===== src/rtl/pipe_stage_sequencer.sv =====
// pipe_stage_sequencer: D/E/M/W stage-register sequencer for a five-stage
// in-order pipeline. Applies stall and flush requests to the stage registers,
// derives the write-back address/enable from the M stage, and keeps stall
// statistics (saturating total count, consecutive count, sticky timeout).
module pipe_stage_sequencer (
  input  logic       clock,
  input  logic       reset,
  input  logic       stall_in,
  input  logic       flush,
  input  logic       f_valid,
  input  logic [5:0] f_ops,
  input  logic [4:0] f_rs,
  input  logic [4:0] f_rt,
  input  logic [4:0] f_rd,
  output logic [5:0] d_ops,
  output logic [5:0] e_ops,
  output logic [5:0] m_ops,
  output logic [4:0] d_rs,
  output logic [4:0] d_rt,
  output logic [4:0] d_rd,
  output logic [4:0] e_rs,
  output logic [4:0] e_rt,
  output logic [4:0] e_rd,
  output logic       m_valid,
  output logic       e_valid,
  output logic       d_valid,
  output logic [4:0] wb_addr,
  output logic       wb_en,
  output logic       fetch_hold,
  output logic [7:0] stall_count,
  output logic       stall_timeout
);

  // Class-bit positions inside the 6-bit ops vector {alu,imm,shift,mem,write,jump}.
  localparam int OP_ALU   = 5;
  localparam int OP_IMM   = 4;
  localparam int OP_SHIFT = 3;
  localparam int OP_MEM   = 2;
  localparam int OP_WRITE = 1;

  typedef struct packed {
    logic       valid;
    logic [5:0] ops;
    logic [4:0] rs;
    logic [4:0] rt;
    logic [4:0] rd;
  } stage_t;

  localparam stage_t BUBBLE = '0;

  // D and E keep full instruction records; M only needs what W consumes.
  stage_t     r_d;
  stage_t     r_e;
  logic       r_m_valid;
  logic [5:0] r_m_ops;
  logic [4:0] r_m_rt;
  logic [4:0] r_m_rd;
  logic [4:0] r_wb_addr;
  logic       r_wb_en;
  logic [7:0] r_stall_count;
  logic [4:0] r_consec;
  logic       r_timeout;

  stage_t     w_fetch;
  stage_t     w_d_next;
  stage_t     w_e_next;
  logic [4:0] w_wb_addr;
  logic       w_wb_en;

  // Next-state selection for D and E, plus write-back decode of the M stage.
  always_comb begin
    // NOTE: every always_comb output gets a default first so no path can infer a latch.
    w_fetch   = BUBBLE;
    w_d_next  = BUBBLE;
    w_e_next  = BUBBLE;
    w_wb_addr = 5'd0;
    w_wb_en   = 1'b0;

    // An invalid fetch slot enters as a bubble whatever its fields contain.
    if (f_valid) begin
      w_fetch = '{valid: 1'b1, ops: f_ops, rs: f_rs, rt: f_rt, rd: f_rd};
    end

    // Flush kills the incoming fetch and wins over stall for D.
    if (flush) begin
      w_d_next = BUBBLE;
    end else if (stall_in) begin
      w_d_next = r_d;
    end else begin
      w_d_next = w_fetch;
    end

    // A stall inserts a bubble into E while D holds.
    if (stall_in) begin
      w_e_next = BUBBLE;
    end else begin
      w_e_next = r_d;
    end

    // I-type non-shift instructions target rt; everything else targets rd.
    w_wb_addr = (r_m_ops[OP_IMM] && !r_m_ops[OP_SHIFT]) ? r_m_rt : r_m_rd;
    // r0 is hard-wired zero, so a write to it is suppressed.
    w_wb_en   = r_m_valid
              && (r_m_ops[OP_ALU] || (r_m_ops[OP_MEM] && !r_m_ops[OP_WRITE]))
              && (w_wb_addr != 5'd0);
  end

  // Stage registers: all four stages advance on the same edge.
  always_ff @(posedge clock) begin
    // NOTE: sequential state uses non-blocking assignments so every stage samples pre-edge values.
    if (reset) begin
      r_d       <= BUBBLE;
      r_e       <= BUBBLE;
      r_m_valid <= 1'b0;
      r_m_ops   <= 6'd0;
      r_m_rt    <= 5'd0;
      r_m_rd    <= 5'd0;
      r_wb_addr <= 5'd0;
      r_wb_en   <= 1'b0;
    end else begin
      r_d       <= w_d_next;
      r_e       <= w_e_next;
      r_m_valid <= r_e.valid;
      r_m_ops   <= r_e.ops;
      r_m_rt    <= r_e.rt;
      r_m_rd    <= r_e.rd;
      r_wb_addr <= w_wb_addr;
      r_wb_en   <= w_wb_en;
    end
  end

  // Stall statistics: saturating total, consecutive run length, sticky timeout.
  always_ff @(posedge clock) begin
    if (reset) begin
      r_stall_count <= 8'd0;
      r_consec      <= 5'd0;
      r_timeout     <= 1'b0;
    end else begin
      if (stall_in && (r_stall_count != 8'hFF)) begin
        r_stall_count <= r_stall_count + 8'd1;
      end
      if (!stall_in) begin
        r_consec <= 5'd0;
      end else if (r_consec != 5'h1F) begin
        r_consec <= r_consec + 5'd1;
      end
      // The run reaches 16 on this edge; the flag stays up until reset.
      if (stall_in && (r_consec == 5'd15)) begin
        r_timeout <= 1'b1;
      end
    end
  end

  assign d_valid       = r_d.valid;
  assign d_ops         = r_d.ops;
  assign d_rs          = r_d.rs;
  assign d_rt          = r_d.rt;
  assign d_rd          = r_d.rd;
  assign e_valid       = r_e.valid;
  assign e_ops         = r_e.ops;
  assign e_rs          = r_e.rs;
  assign e_rt          = r_e.rt;
  assign e_rd          = r_e.rd;
  assign m_valid       = r_m_valid;
  assign m_ops         = r_m_ops;
  assign wb_addr       = r_wb_addr;
  assign wb_en         = r_wb_en;
  // A flush redirects fetch, so fetch may advance even while stalled.
  assign fetch_hold    = stall_in && !flush && !reset;
  assign stall_count   = r_stall_count;
  assign stall_timeout = r_timeout;

endmodule


===== config.mk =====
export PLATFORM = sky130hd
export DESIGN_NAME = pipe_stage_sequencer
export DESIGN_NICKNAME = d
export VERILOG_FILES = /design/src/rtl/pipe_stage_sequencer.sv
export SDC_FILE = /design/constraint.sdc
export NUM_CORES = 1
export LEC_CHECK = 0
export CELL_PAD_IN_SITES_DETAIL_PLACEMENT = 0
export CELL_PAD_IN_SITES_GLOBAL_PLACEMENT = 1
export CORE_AREA = 2 2 92 94
export CTS_CLUSTER_SIZE = 10
export DETAILED_ROUTE_END_ITERATION = 16
export DIE_AREA = 0 0 94 96
export PLACE_DENSITY = 0.75
export SETUP_SLACK_MARGIN = 0.3
export SYNTH_ARGS = -nofsm -noshare
export SYNTH_HDL_FRONTEND = slang
export SYNTH_SLANG_ARGS = --single-unit

===== constraint.sdc =====
create_clock -name clock -period 1.9 [get_ports clock]
set_input_delay 0.57 -clock clock [delete_from_list [all_inputs] [get_ports clock]]
set_output_delay 0.57 -clock clock [all_outputs]
set_load 0.03 [all_outputs]

=== After elaboration in Yosys (flattened, before gate mapping) ===
Cells that the tools add are included.

* Add/sub/neg operators: 2
* Equal/unequal tests: 3
* Muxes and demuxes: 2
* Bitwise operators: 1
* Reductions and logical operators: 17

{| class="wikitable"
|+ Operator list
! cell !! number
|-
| $mux 22 || 1
|-
| $add 8x1->8 const B || 1
|-
| $logic_and 1x1->1 || 8
|-
| $ne 8x8->1 const B || 1
|-
| $reduce_or 2->1 || 3
|-
| $add 5x1->5 const B || 1
|-
| $eq 5x4->1 const B || 1
|-
| $mux 5 || 1
|-
| $ne 5x5->1 const B || 1
|-
| $reduce_bool 5->1 || 1
|-
| $logic_not 1->1 || 4
|-
| $logic_or 1x1->1 || 1
|-
| $not 1->1 || 1
|}

* Register bits after elaboration: 81
* Input port bits: 26
* Output and inout bits: 67
* Word-level logic and storage cells: 44

=== Depth between registers and ports, before layout ===
* Depth after elaboration: 5
* Mapped depth: 6
* Mapped depth without buffers: 6

=== Worst setup path before layout ===
OpenSTA, ideal clock, no wires.

* Path type: input-to-output
* Start point: input port reset
* End point: output port fetch_hold
* Arrival: 1.198 ns
* Data required time: 1.330 ns
* Path slack: 0.132 ns
* Stages: 3
* Path buffers: 2
* Cells stage by stage: buf_6 > nor3b_4 > buf_2

* Cells in the longest elaborated chain, start to end: 2

{| class="wikitable"
|+ RTL lines
! item !! RTL line !! text
|-
| from (decl) || 7 || <nowiki>input logic reset,</nowiki>
|-
| $logic_not 1->1 || 169 || <nowiki>assign fetch_hold = stall_in && !flush && !reset;</nowiki>
|-
| $logic_and 1x1->1 || 169 ||
|-
| to (decl) || 29 || <nowiki>output logic fetch_hold,</nowiki>
|}

No other way between the ends.

=== Worst setup path after layout ===
* Start point: input port flush
* End point: output port fetch_hold

* Cells in the longest elaborated chain, start to end: 3

{| class="wikitable"
|+ RTL lines
! item !! RTL line !! text
|-
| from (decl) || 9 || <nowiki>input logic flush,</nowiki>
|-
| $logic_not 1->1 || 169 ||
|-
| $logic_and 1x1->1 (2 in a row) || 169 ||
|}

No other way between the ends.

==> impl_metrics.py <==
metrics = {
    "critical_path": {
        "crit_buf_inv": 2,
        "critPathMaxStageDelay_ns": 0.27,
        "critPathKind": "primary input to output port",
        "crit_chain": "buf_8 > nor3b_4 > buf_6",
        "critPathArrivalTime_ns": 1.12,
        "cp-start-kind": "primary input",
        "cp_slowest_cell": "nor3b_4",
        "crit_required_ns": 1.33,
        "end_kind": "output port",
        "cp_top_family": "buffers and inverters",
        "path_max_fanout": 2,
    },
    "sta": {
        "rsz0062_at_grt": "yes",
        "period_share_pct": 89.1,
        "hold_violations": 0,
        "maxSlewViolCount": 0,
        "finalClockSkew_ns": 0.00583,
        "fmax_mhz": 591,
        "relSlewSlack_pct": 76.0,
        "fin_crit_ns": 1.69,
        "tightest_slew_ns": 0.360,
        "setup_viol": 0,
    },
    "die": {
        "fp.dieArea_um2": 9020,
        "die_x_um": 94,
        "die_h_um": 96,
        "start_util_pct": 33.4,
        "core_area_um2": 8050,
        "row_count": 33,
        "ioPinCount": 93,
    },
    "global_routing": {
        "antenna_found_initial": 0,
        "grt_start_max_net_pins": 38,
        "grt_pass1_wl_um": 8850,
        "grt_pass1_vias": 1781,
        "grt_util_all_layers_pct": 13.0,
        "overflow": 0,
    },
    "power_and_ir_drop": {
        "p_clk_share_pct": 37.7,
        "combPwrFrac_pct": 6.5,
        "p_int_mw": 2.37,
        "p_sw_mw": 0.736,
        "power.leakage_nw": 1.66,
        "swShare_pct": 23.7,
        "pwr-share-seq_pct": 55.9,
        "total_power_mw": 3.10,
        "ir_drop_mv": 0.305,
        "power_density_nw_per_um2": 834,
    },
    "synth": {
        "syn-cell-area_um2": 2690,
        "avgSynthCellArea_um2": 11.6,
        "synth_area_leaders": "dfxtp_1 (60%), a22o_1 (6.8%), and2_1 (5.1%), nor2b_1 (3.0%), mux2i_1 (2.6%)",
        "yosysSeqAreaShare_pct": 60.4,
        "synth_edf_count": 0,
        "ys_types": 37,
        "netlist_instances": 232,
        "yosysTopAreaCell": "dfxtp_1",
        "syn-num-nets": 262,
        "async_flop_share_pct": 0,
        "ys_ff_latch": 81,
        "synth_top_area_share_pct": 60.4,
        "synth_ff_type": "dfxtp_1",
        "yosysWarnings": 0,
    },
    "placed_design": {
        "gp_congestion": 0.752,
        "dp_hpwl_um": 4190,
        "dp.cells": 424,
        "portBuffers": 92,
        "placed_area_um2": 3740,
    },
    "clocking": {
        "path_clk_slew_ns": 0.08,
        "cts_tree": "yes",
        "cts_sinks": 81,
        "cts_made_buffers": 9,
        "cts_buffer_depth": 2,
        "root_buffer": "clkbuf_8",
        "clkLatencyLatePin_ns": 0.34,
        "cts_max_level": 3,
    },
    "layout": {
        "layoutNonFillerInstCount": 441,
        "fin_nets": 361,
        "drive_above_1_share_pct": 32.4,
        "postLayoutCellArea_um2": 3720,
        "synthToLayoutAreaGrowth_pct": 38.5,
        "antenna-diode-count": 0,
    },
    "flow_run": {
        "drv_cap": 0,
    },
    "route": {
        "drc_errors": 0,
        "wl_per_cell_um": 13.1,
        "drtPass1Iterations": 4,
        "dr.first_iter.drc_count": 41,
        "postRouteWirelength_um": 5800,
        "via_count": 1889,
        "viasPerCell": 4.28,
        "detail-route-antenna-nets": 0,
    },
    "worst_hold_path": {
        "hold_class": "flip-flop to flip-flop",
    },
    "run_status": {
        "status": "finished, final reports clean",
    },
}
synth_stat cells, types with 2 or more instances:
| cell type | number |
|---|---|
| dfxtp_1 | 81 |
| and2_1 | 22 |
| a22o_1 | 21 |
| nor2_1 | 16 |
| nor2b_1 | 13 |
| a21oi_1 | 7 |
| mux2i_1 | 7 |
| and2b_1 | 6 |
| nor3_1 | 6 |
| clkbuf_1 | 5 |
| buf_2 | 4 |
| buf_6 | 4 |
| ha_1 | 4 |
| nand2b_1 | 4 |
| a211oi_1 | 3 |
| a31oi_1 | 3 |
| and3_1 | 2 |
| and3_2 | 2 |
| inv_1 | 2 |
| nand4_1 | 2 |
| xor2_1 | 2 |
layout make-up:
| cell class | instances | area, um2 |
|---|---|---|
| repair buffers | 101 | 785 |
| clock buffers | 11 | 151 |
| flip-flops and latches | 81 | 1630 |
| clock inverters | 5 | 40.0 |
| well taps | 105 | 131 |
| fillers | 785 | 4330 |
| inverters | 2 | 7.51 |
| multi-input cells | 136 | 976 |
worst min-delay path: stages (launching register included):
cell and delay [ns]:
dfxtp_1 0.32, nand2b_1 0.06, nor4_1 0.04
logic make-up after synthesis:
group	count (synthesis)	synth area share [%]
simple gates	84	19.7
flops	81	60.4
compound gates	37	10.7
buf+inv	15	3.40
mux	8	3.03
fa+ha+maj	4	1.86
xor+xnor	3	0.978
power groups by stage:
stage,sequential (mW),combinational (mW),clock [mW]
3_5_place_dp,1.77,0.214,0
2_1_floorplan,1.81,0.0675,0
4_1_cts,1.73,0.204,1.20
6_report,1.73,0.200,1.17
5_1_grt,1.74,0.214,1.28
3_3_place_gp,1.77,0.212,0
layer usage:
metal	global-route usage (%)	wire, um	vias up
met5	0	0	-
met1	17.6	2750	840
li1	-	-	999
met3	3.92	259	7
met4	5.07	94	0
met2	19.5	2690	43
worst paths after layout:
check | depth (start not counted) | endpoint | slack (ns) | start
max | 3 | fetch_hold | 0.21 | flush
min | 2 | wb_en | 0.46 | m_valid
max reg2reg | 4 | stall_count[0] | 0.42 | stall_count[0]
min reg2reg | 2 | wb_en | 0.46 | m_valid
cell usage in the layout (no fill, tap or decap), types with 2 or more instances in the layout:
cell,n
buf_4,7
clkdlybuf4s50_1,22
buf_2,43
dfxtp_1,75
clkbuf_2,7
clkbuf_8,11
clkbuf_4,2
and2_1,22
nor3_1,6
and2b_1,6
nand2b_1,4
and3_2,2
nor2_1,16
a21oi_1,7
dfxtp_2,6
clkinvlp_4,3
inv_1,2
buf_12,2
a211oi_1,3
and3_1,2
a22o_1,21
a31oi_1,3
nand4_1,2
xor2_1,2
ha_1,3
clkdlybuf4s15_2,15
clkinv_4,2
mux2i_1,7
nor2b_1,13
buf_6,2
per-stage QoR:
step                hold WS (ns)  worst slack [ns]  setup TNS, ns  utilization, %
floorplan                  0.451             0.219              0               -
global placement           0.443            -0.276          -6.04            46.4
detailed placement         0.449            -0.258          -6.82            46.4
CTS                        0.469             0.195              0            48.5
global route               0.481             0.203              0            46.2
finish                     0.462             0.207              0            46.2
sequential cells by signal (all words and copies together) (netlist names), 6 cells and up:
register,count
d_ops,6
m_ops,6
stall_count,8
e_ops,6
repair_timing:
| item | 4_1_cts | 5_1_grt |
|---|---|---|
| setup endpoints to repair | 111 | 41 |
| gates resized for setup | 243 | 70 |
| pin swaps | 1 | 1 |
| buffers inserted | 0 | 1 |
| hold buffers | 0 | 0 |
(Power assumes the default switching activity.)
